**src/rtl/sum_mem_scheduler_if.sv**
```systemverilog
// rtl/sum_mem_scheduler_if.sv - request, response and memory-port bundle for sum_mem_scheduler
interface sum_mem_scheduler_if #(
    parameter int AWIDTH = 10,
    parameter int DWIDTH = 32
);
    logic [1:0]        req_valid;
    logic [1:0]        req_ready;
    logic [AWIDTH-1:0] req0_base;
    logic [AWIDTH:0]   req0_size;
    logic [AWIDTH-1:0] req1_base;
    logic [AWIDTH:0]   req1_size;
    logic              resp_valid;
    logic              resp_ready;
    logic              resp_id;
    logic [DWIDTH-1:0] resp_sum;
    logic              mem_en;
    logic [AWIDTH-1:0] mem_addr;
    logic [DWIDTH-1:0] mem_rdata;

    // Board-level control plus the memory itself
    modport master (
        output req_valid, req0_base, req0_size, req1_base, req1_size,
        output resp_ready, mem_rdata,
        input  req_ready, resp_valid, resp_id, resp_sum, mem_en, mem_addr
    );

    modport slave (
        input  req_valid, req0_base, req0_size, req1_base, req1_size,
        input  resp_ready, mem_rdata,
        output req_ready, resp_valid, resp_id, resp_sum, mem_en, mem_addr
    );
endinterface

```
**src/rtl/sum_mem_scheduler.sv**
```systemverilog
// rtl/sum_mem_scheduler.sv - round-robin two-requester summing scheduler over one sync-read memory port
// Optional resp_cycles_o latency report is built when SUM_SCHED_CYCLES_EN is defined.
module sum_mem_scheduler #(
    parameter int AWIDTH = 10,
    parameter int DWIDTH = 32,
    parameter int DEPTH  = 1024
) (
    input  logic                  clk_i,
    input  logic                  reset_n_i,
    sum_mem_scheduler_if.slave    bus,
`ifdef SUM_SCHED_CYCLES_EN
    output logic [31:0]           resp_cycles_o,
`endif
    output logic                  busy_o
);
    typedef enum logic [1:0] {IDLE, READ, DRAIN, RESP} state_t;

    localparam logic [AWIDTH:0] DEPTH_W = (AWIDTH+1)'(DEPTH);

    state_t            state_q;
    logic [AWIDTH-1:0] addr_q;
    logic [AWIDTH:0]   rem_q;
    logic              mem_en_q;
    logic              rvalid_q;
    logic [DWIDTH-1:0] acc_q;
    logic [DWIDTH-1:0] resp_sum_q;
    logic              resp_valid_q;
    logic              resp_id_q;
    logic              last_q;
    logic              holdoff_q;

    logic              grant_id;
    logic [1:0]        grant;
    logic              accept;
    logic [AWIDTH-1:0] sel_base;
    logic [AWIDTH:0]   sel_size;
    logic [AWIDTH:0]   size_c;

    // Contended grant goes to whoever was not served last; holdoff blocks the first IDLE cycle after a response
    always_comb begin
        grant_id = 1'b0;
        case (bus.req_valid)
            2'b01:   grant_id = 1'b0;
            2'b10:   grant_id = 1'b1;
            2'b11:   grant_id = ~last_q;
            default: grant_id = 1'b0;
        endcase
        grant = 2'b00;
        if (reset_n_i && state_q == IDLE && !holdoff_q && bus.req_valid != 2'b00) begin
            grant = grant_id ? 2'b10 : 2'b01;
        end
    end

    assign accept   = |grant;
    assign sel_base = grant_id ? bus.req1_base : bus.req0_base;
    assign sel_size = grant_id ? bus.req1_size : bus.req0_size;
    assign size_c   = (sel_size > DEPTH_W) ? DEPTH_W : sel_size;

    always_ff @(posedge clk_i or negedge reset_n_i) begin
        if (!reset_n_i) begin
            state_q      <= IDLE;
            addr_q       <= '0;
            rem_q        <= '0;
            mem_en_q     <= 1'b0;
            rvalid_q     <= 1'b0;
            acc_q        <= '0;
            resp_sum_q   <= '0;
            resp_valid_q <= 1'b0;
            resp_id_q    <= 1'b0;
            last_q       <= 1'b1;
            holdoff_q    <= 1'b0;
        end else begin
            rvalid_q  <= mem_en_q;
            holdoff_q <= 1'b0;
            case (state_q)
                IDLE: begin
                    if (accept) begin
                        last_q    <= grant_id;
                        resp_id_q <= grant_id;
                        acc_q     <= '0;
                        if (size_c == '0) begin
                            state_q      <= RESP;
                            resp_valid_q <= 1'b1;
                            resp_sum_q   <= '0;
                        end else begin
                            state_q  <= READ;
                            mem_en_q <= 1'b1;
                            addr_q   <= sel_base;
                            rem_q    <= size_c - 1'b1;
                        end
                    end
                end
                READ: begin
                    if (rvalid_q) begin
                        acc_q <= acc_q + bus.mem_rdata;
                    end
                    if (rem_q == '0) begin
                        state_q  <= DRAIN;
                        mem_en_q <= 1'b0;
                    end else begin
                        addr_q <= addr_q + 1'b1;
                        rem_q  <= rem_q - 1'b1;
                    end
                end
                DRAIN: begin
                    // Data for the last issued address lands here
                    state_q      <= RESP;
                    resp_valid_q <= 1'b1;
                    resp_sum_q   <= acc_q + bus.mem_rdata;
                end
                RESP: begin
                    if (bus.resp_ready) begin
                        state_q      <= IDLE;
                        resp_valid_q <= 1'b0;
                        holdoff_q    <= 1'b1;
                    end
                end
                default: state_q <= IDLE;
            endcase
        end
    end

`ifdef SUM_SCHED_CYCLES_EN
    logic [31:0] cyc_q;
    logic [31:0] resp_cycles_q;

    always_ff @(posedge clk_i or negedge reset_n_i) begin
        if (!reset_n_i) begin
            cyc_q         <= '0;
            resp_cycles_q <= '0;
        end else begin
            if (state_q == IDLE && accept) begin
                cyc_q <= 32'd1;
                if (size_c == '0) begin
                    resp_cycles_q <= 32'd1;
                end
            end else if (state_q == READ && cyc_q != '1) begin
                cyc_q <= cyc_q + 32'd1;
            end
            if (state_q == DRAIN) begin
                resp_cycles_q <= (cyc_q == '1) ? cyc_q : cyc_q + 32'd1;
            end
        end
    end

    assign resp_cycles_o = resp_cycles_q;
`endif

    assign bus.req_ready  = grant;
    assign bus.resp_valid = resp_valid_q;
    assign bus.resp_id    = resp_id_q;
    assign bus.resp_sum   = resp_sum_q;
    assign bus.mem_en     = mem_en_q;
    assign bus.mem_addr   = addr_q;
    assign busy_o         = (state_q != IDLE);
endmodule

```
**src/flat_wrapper.sv**
```systemverilog
// flat-port wrapper written by rule: the top's interface ports become plain ports
module sum_mem_scheduler_flat 
#(
    parameter int AWIDTH = 10,
    parameter int DWIDTH = 32,
    parameter int DEPTH  = 1024
)
  (clk_i, reset_n_i, busy_o, bus_req_valid, bus_req0_base, bus_req0_size, bus_req1_base, bus_req1_size, bus_resp_ready, bus_mem_rdata, bus_req_ready, bus_resp_valid, bus_resp_id, bus_resp_sum, bus_mem_en, bus_mem_addr);
  sum_mem_scheduler_if #(.AWIDTH(AWIDTH), .DWIDTH(DWIDTH)) bus_i ();
  input  logic clk_i;
  input  logic reset_n_i;
  output logic busy_o;
  input wire logic [$bits(bus_i.req_valid)-1:0] bus_req_valid;
  input wire logic [$bits(bus_i.req0_base)-1:0] bus_req0_base;
  input wire logic [$bits(bus_i.req0_size)-1:0] bus_req0_size;
  input wire logic [$bits(bus_i.req1_base)-1:0] bus_req1_base;
  input wire logic [$bits(bus_i.req1_size)-1:0] bus_req1_size;
  input wire logic [$bits(bus_i.resp_ready)-1:0] bus_resp_ready;
  input wire logic [$bits(bus_i.mem_rdata)-1:0] bus_mem_rdata;
  output wire logic [$bits(bus_i.req_ready)-1:0] bus_req_ready;
  output wire logic [$bits(bus_i.resp_valid)-1:0] bus_resp_valid;
  output wire logic [$bits(bus_i.resp_id)-1:0] bus_resp_id;
  output wire logic [$bits(bus_i.resp_sum)-1:0] bus_resp_sum;
  output wire logic [$bits(bus_i.mem_en)-1:0] bus_mem_en;
  output wire logic [$bits(bus_i.mem_addr)-1:0] bus_mem_addr;
  assign bus_i.req_valid = bus_req_valid;
  assign bus_i.req0_base = bus_req0_base;
  assign bus_i.req0_size = bus_req0_size;
  assign bus_i.req1_base = bus_req1_base;
  assign bus_i.req1_size = bus_req1_size;
  assign bus_i.resp_ready = bus_resp_ready;
  assign bus_i.mem_rdata = bus_mem_rdata;
  assign bus_req_ready = bus_i.req_ready;
  assign bus_resp_valid = bus_i.resp_valid;
  assign bus_resp_id = bus_i.resp_id;
  assign bus_resp_sum = bus_i.resp_sum;
  assign bus_mem_en = bus_i.mem_en;
  assign bus_mem_addr = bus_i.mem_addr;
  sum_mem_scheduler #(.AWIDTH(AWIDTH), .DWIDTH(DWIDTH), .DEPTH(DEPTH)) u_core (.clk_i(clk_i), .reset_n_i(reset_n_i), .bus(bus_i), .busy_o(busy_o));
endmodule
```
**config.mk**
```make
export PLATFORM = sky130hd
export DESIGN_NAME = sum_mem_scheduler_flat
export DESIGN_NICKNAME = d
export VERILOG_FILES = /design/src/rtl/sum_mem_scheduler_if.sv /design/src/rtl/sum_mem_scheduler.sv /design/src/flat_wrapper.sv
export SDC_FILE = /design/constraint.sdc
export NUM_CORES = 1
export LEC_CHECK = 0
export CAP_MARGIN = 20
export CORE_MARGIN = 3
export CORE_UTILIZATION = 61
export CTS_CLUSTER_SIZE = 40
export DETAILED_ROUTE_END_ITERATION = 16
export DONT_BUFFER_PORTS = 1
export PLACE_DENSITY = 0.87
export SETUP_SLACK_MARGIN = 0.3
export SYNTH_ARGS = -nofsm -noshare
export SYNTH_HDL_FRONTEND = slang
export SYNTH_SLANG_ARGS = --single-unit
```
**constraint.sdc**
```tcl
create_clock -name clk_i -period 3.5 [get_ports clk_i]
set_clock_uncertainty 0.1 [all_clocks]
set_input_delay 0.35 -clock clk_i [delete_from_list [all_inputs] [get_ports clk_i]]
set_output_delay 0.35 -clock clk_i [all_outputs]
set_load 0.01 [all_outputs]
```
==> metrics.cfg, run 1 <==
[sta]
setup_viol = 0
hold_violations = 0
setup_tns_ns = 0
drv_slew = 0
tightest_slew_ns = 0.652
fin_crit_sh = 0.867
max_slew_margin = 0.565
fin_ws_ns = 0.466
period_needed_ns = 3.03
max_freq_mhz = 330
grt_setup_unrepaired = no

[clock_network]
clock_latency_ns = 0.35
cts-buffers-inserted = 9
root_buffer = clkbuf_8
cts_max_path_buffers = 2
clock_sinks = 93
clkTransAtPathRegs_ns = 0.10
cts_tree = built
cts-htree-levels = 3

[pwr]
switching_share = 0.459
power.density_nw_per_um2 = 908
p_leak_uw = 0.00295
p_int_uw = 3130
power.share.sequential = 0.337
vdd_drop_max_mv = 0.523
p_sw_uw = 2650
clkPwrFrac = 0.131
p_comb_frac = 0.531

[detailed_routing]
viasPerCell = 6.54
avgRoutedWirePerCell_um = 19.0
wl_um = 14800
first_pass_iters = 5
ant_nets = 0
route.detailed.drc = 0
via_count = 5076
drt_iter0_markers = 252

[setup_path]
start_kind = flop
end_kind = flop
path_max_fanout = 4
cp.required_ns = 3.65
cp.arrival_ns = 3.18
crit_type = flop to flop

[cells_and_area]
final_nets = 760
fin_cells = 776
drive_above_1_share = 0.0866
diodes = 0
synthToLayoutAreaGrowth_pct = 6.50

[floorplanning]
die_h_um = 105
io_pins = 127
core_area_um2 = 9370
die_w_um = 105
initial_core_util = 0.639
rows = 35
die-area_um2 = 11000

[global_route]
grt_pass1_vias = 4964
grt_max_degree = 94
overflow = 0
track_usage = 0.265
grt_pass1_wl_um = 24100
antenna_found_initial = 0

[placement]
dp_cells = 757
gp_congestion = 0.962
dp_slack_ns = 0.329
portBuffers = 0
dpl.hpwl_um = 10600

[hold_path]
min_path_type = primary input to flop

[logic_synthesis]
ys_warn_count = 0
synth_top_area_share = 0.385
synth_edf_count = 0
dominantRegCellSynth = dfrtp_1
synthCells = 650
synth.avg_cell_area_um2 = 9.21
ys_ff_latch = 93
synth_seq_area_share = 0.389
yosysTopAreaCell = dfrtp_1
synth_common_cells = dfrtp_1 (92), nand2_1 (65), nor2_1 (62)
syn_area_um2 = 5980
ys_async_sr_fraction = 1.00
yosys.cell_count.top_type = dfrtp_1
synth_cell_types = 65
syn_nets = 768
synth_area_leaders = dfrtp_1 (38%), a22o_1 (8.0%), ha_1 (7.9%), a21oi_1 (4.2%), nand2_1 (4.1%)

[job]
drv_cap = 0

[status]
status = completed

[worst max-delay path, stage by stage (launching register included)]
cell     delay [ns]
dfrtp_1        0.40
ha_1           0.21
fa_2           0.36
a21o_1         0.22
a311o_1        0.37
and3_1         0.18
nor2_4         0.14
a31oi_4        0.13
a221o_1        0.31
a21o_1         0.18
xor2_1         0.15
a22o_1         0.21
[metrics by stage]
stage,hold WS [ns],utilization,total power (µW),area [µm²]
finish,0.0678,0.680,5790,6370
global route,0.0452,0.680,6240,6370
CTS,0.0532,0.677,5740,6350
detailed placement,-0.0432,0.650,4940,6090
global placement,-0.0432,0.650,4810,6090
floorplan,-0.0456,-,4260,5980
[logic make-up after synthesis]
| logic type | share of synthesized area |
|---|---|
| compound gates | 0.276 |
| fa+ha+maj | 0.0828 |
| mux | 0.0155 |
| xor+xnor | 0.0468 |
| flops | 0.389 |
| simple gates | 0.159 |
| buf+inv | 0.0312 |
[sequential cells by signal, summed over array words and instances, names as in the netlist, 2 cells and up]
| register | cells |
|---|---|
| u_core.bus.mem_addr | 10 |
| u_core.rem_q | 11 |
| u_core.bus.resp_sum | 32 |
| u_core.state_q | 2 |
| u_core.acc_q | 32 |
[final timing paths]
kind / start / end / slack, ns / cells after the start
setup / recovery: u_core.acc_q[0] / u_core.acc_q[28] / 0.47 / 11
min in group asynchronous: reset_n_i / u_core.bus.resp_sum[12] / 0.45 / 2
hold reg to reg: u_core.bus.mem_en / u_core.rvalid_q / 0.39 / 0
setup reg to reg: u_core.acc_q[0] / u_core.acc_q[28] / 0.47 / 11
hold / removal: bus_resp_ready / u_core.holdoff_q / 0.07 / 1
max in group asynchronous: reset_n_i / u_core.last_q / 2.42 / 2
[routing by layer]
| metal | wire length [µm] | vias up | track usage |
|---|---|---|---|
| li1 | - | 2390 | - |
| met1 | 6210 | 2437 | 0.346 |
| met2 | 7170 | 219 | 0.448 |
| met3 | 1020 | 30 | 0.0457 |
| met4 | 373 | 0 | 0.0853 |
| met5 | 0 | - | 0 |
[layout make-up]
| cell class | instances | area (µm²) |
|---|---|---|
| repair buffers | 12 | 113 |
| well taps | 129 | 161 |
| fillers | 752 | 3000 |
| inverters | 15 | 56.3 |
| flip-flops and latches | 93 | 2330 |
| clock buffers | 12 | 155 |
| clock inverters | 4 | 55.1 |
| multi-input cells | 511 | 3500 |
[cells in the final DEF (no fill, tap or decap), drive strengths merged, types with 4 or more instances in the layout]
cell and instances:
and2 6, nor2b 4, ha 38, nor2 63
nor4 6, clkbuf 12, nor3 13, nand4 6
and3 10, xor2 14, o21ai 43, buf 11
inv 15, o22ai 13, dfrtp 92, mux2i 7
a22o 55, a31oi 4, a21o 19, o31ai 5
o21a 6, o21bai 5, xnor2 18, nand3 16
a21oi 54, a31o 5, nand2 65
[power groups by stage]
stage | registers (µW) | logic (µW) | clock network [µW]
3_3_place_gp | 1950 | 2860 | 0
6_report | 1950 | 3080 | 759
3_5_place_dp | 1970 | 2970 | 0
5_1_grt | 2000 | 3420 | 815
2_1_floorplan | 1860 | 2400 | 0
4_1_cts | 1950 | 3020 | 765
[what timing repair did]
action                                 in CTS  in global routing
gates resized for setup                     1                  4
pin swaps                                   0                  2
setup endpoints to repair                   1                  6
hold buffers                                2                  0
buffers inserted                            0                  1
endpoints found under the hold margin      93                  0
No activity file was read; power rests on OpenSTA's default activity.
==> inputs of run 2 (changes only) <==
CTS_BUF_LIST = sky130_fd_sc_hd__clkbuf_2   (was not set)
==> run 2 against run 1 <==
  * Power fell by 3.0%
  * Critical path depth unchanged
  * Die area is the same
  * Critical path type unchanged
  * Critical endpoint unchanged
  * Largest power group unchanged
==> metrics.cfg, run 2 (synthesis results as in run 1) <==
[hold_path]
worstHoldPathCells = 5  ; was 1
min_path_type = primary input to flop  ; unchanged
holdPathEnd = u_core.acc_q[31]  ; was u_core.holdoff_q
hold_path_startpoint = bus_mem_rdata[31]  ; was bus_resp_ready

[global_route]
antenna_found_initial = 0  ; unchanged
grt_max_degree = 94  ; unchanged
overflow = 0  ; unchanged
track_usage = 0.273  ; was 0.265
grt_pass1_vias = 5161  ; was 4964
grt_pass1_wl_um = 24700  ; was 24100 µm

[sta]
fin_crit_sh = 0.876  ; was 0.867
period_needed_ns = 3.07  ; was 3.03 ns
grt_setup_unrepaired = no  ; unchanged
hold_violations = 0  ; unchanged
max_slew_margin = 0.573  ; was 0.565
setup_tns_ns = 0  ; unchanged
drv_slew = 0  ; unchanged
tightest_slew_ns = 0.640  ; was 0.652 ns
setup_viol = 0  ; unchanged
max_freq_mhz = 326  ; was 330 MHz

[setup_path]
path_max_fanout = 4  ; unchanged
rr_worst_depth = 11  ; unchanged
rr_startpoint = u_core.acc_q[0]  ; unchanged
cp.required_ns = 3.84  ; was 3.65 ns
cp.arrival_ns = 3.41  ; was 3.18 ns
crit_type = flop to flop  ; unchanged
start_kind = flop  ; unchanged
end_kind = flop  ; unchanged
reg2reg_slack_ns = 0.43  ; was 0.47 ns
regToRegEndpoint = u_core.acc_q[28]  ; unchanged

[cells_and_area]
layout_common_cells = dfrtp_1 (92), nand2_1 (64), nor2_1 (62)  ; unchanged
synthToLayoutAreaGrowth_pct = 8.91  ; was 6.50%
final_common_cell = dfrtp_1  ; unchanged
drive_above_1_share = 0.0835  ; was 0.0866
diodes = 0  ; unchanged
final_nets = 784  ; was 760

[pwr]
power.density_nw_per_um2 = 861  ; was 908 nW/µm²
finalPower_uw = 5610  ; was 5790 µW
p_leak_uw = 0.00301  ; was 0.00295 µW
vdd_drop_max_mv = 0.532  ; was 0.523 mV

[floorplanning]
rows = 35  ; unchanged
io_pins = 127  ; unchanged
core_area_um2 = 9370  ; unchanged
die_w_um = 105  ; unchanged
initial_core_util = 0.639  ; unchanged
die_h_um = 105  ; unchanged
die-area_um2 = 11000  ; unchanged

[clock_network]
cts-buffers-inserted = 9  ; unchanged
cts_tree = built  ; unchanged
root_buffer = clkbuf_2  ; was clkbuf_8
cts-htree-levels = 3  ; unchanged
clock_latency_ns = 0.52  ; was 0.35 ns
clkTransAtPathRegs_ns = 0.26  ; was 0.10 ns
clock_sinks = 93  ; unchanged
cts_max_path_buffers = 2  ; unchanged

[detailed_routing]
avgRoutedWirePerCell_um = 18.8  ; was 19.0 µm
via_count = 5154  ; was 5076
ant_nets = 0  ; unchanged
first_pass_iters = 7  ; was 5
wl_um = 15000  ; was 14800 µm
route.detailed.drc = 0  ; unchanged
drt_iter0_markers = 248  ; was 252
viasPerCell = 6.44  ; was 6.54

[placement]
portBuffers = 0  ; unchanged
gp_congestion = 0.962  ; unchanged
dpl.hpwl_um = 10600  ; unchanged

[job]
drv_cap = 0  ; unchanged

[status]
status = completed  ; unchanged

==> run 2: worst max-delay path by stage <==
stage                          startpoint                 endpoint  cells after the start
after floorplan           u_core.acc_q[0]         u_core.acc_q[28]                     11
after global placement    u_core.acc_q[0]         u_core.acc_q[28]                     11
after detailed placement  u_core.acc_q[0]  u_core.bus.resp_sum[28]                     11
after CTS                 u_core.acc_q[0]         u_core.acc_q[28]                     11
after global routing        u_core.last_q         u_core.rem_q[10]                     12
final                     u_core.acc_q[0]         u_core.acc_q[28]                     11
==> run 2: layer usage <==
layer / routed length, µm / part of all wire / global-route usage
met4: 394 / 0.026 / 0.0965
met1: 6220 / 0.41 / 0.348
met2: 7440 / 0.49 / 0.469
met5: 0 / 0 / 0
met3: 985 / 0.066 / 0.0451
==> run 2: layout make-up <==
cell class	instances	area [µm²]
Sequential cell	93	2330
Fill cell	734	2850
Multi-Input combinational cell	511	3510
Clock buffer	10	50.0
Inverter	15	56.3
Tap cell	129	161
Timing Repair Buffer	36	353
Clock inverter	6	62.6
==> run 2: what timing repair did <==
action,4_1_cts,5_1_grt
hold buffers,26,0
setup buffers,0,1
endpoints found under the hold margin,107,0
endpoints found under the setup margin,2,7
resized for setup,1,5
pin swaps,0,2
==> run 2: critical path: stages, from the launching register on <==
cell and delay, ns:
dfrtp_1 0.45, ha_1 0.21, fa_2 0.35, a21o_1 0.22, a311o_1 0.37, and3_1 0.18, nor2_4 0.14, a31oi_4 0.13
a221o_1 0.31, a21o_1 0.18, xor2_1 0.15, a22o_1 0.20
==> run 2: metrics by stage <==
| step | setup WS [ns] | instance area (µm²) | instances | hold slack, ns | utilization |
|---|---|---|---|---|---|
| finish | 0.435 | 6520 | 800 | 0.0665 | 0.695 |
| floorplan | 0.576 | 5980 | 650 | -0.0456 | - |
| global route | 0.273 | 6520 | 800 | 0.0370 | 0.695 |
| detailed placement | 0.329 | 6090 | 757 | -0.0432 | 0.650 |
| global placement | 0.386 | 6090 | 757 | -0.0432 | 0.650 |
| CTS | 0.312 | 6490 | 799 | 0.00354 | 0.693 |
==> run 2: power breakdown <==
group / leakage, µW / switching (µW) / total (µW) / internal [µW]
clock: 0.0000676 / 365 / 533 / 168
combinational: 0.00176 / 1830 / 3130 / 1300
sequential: 0.00118 / 449 / 1950 / 1500
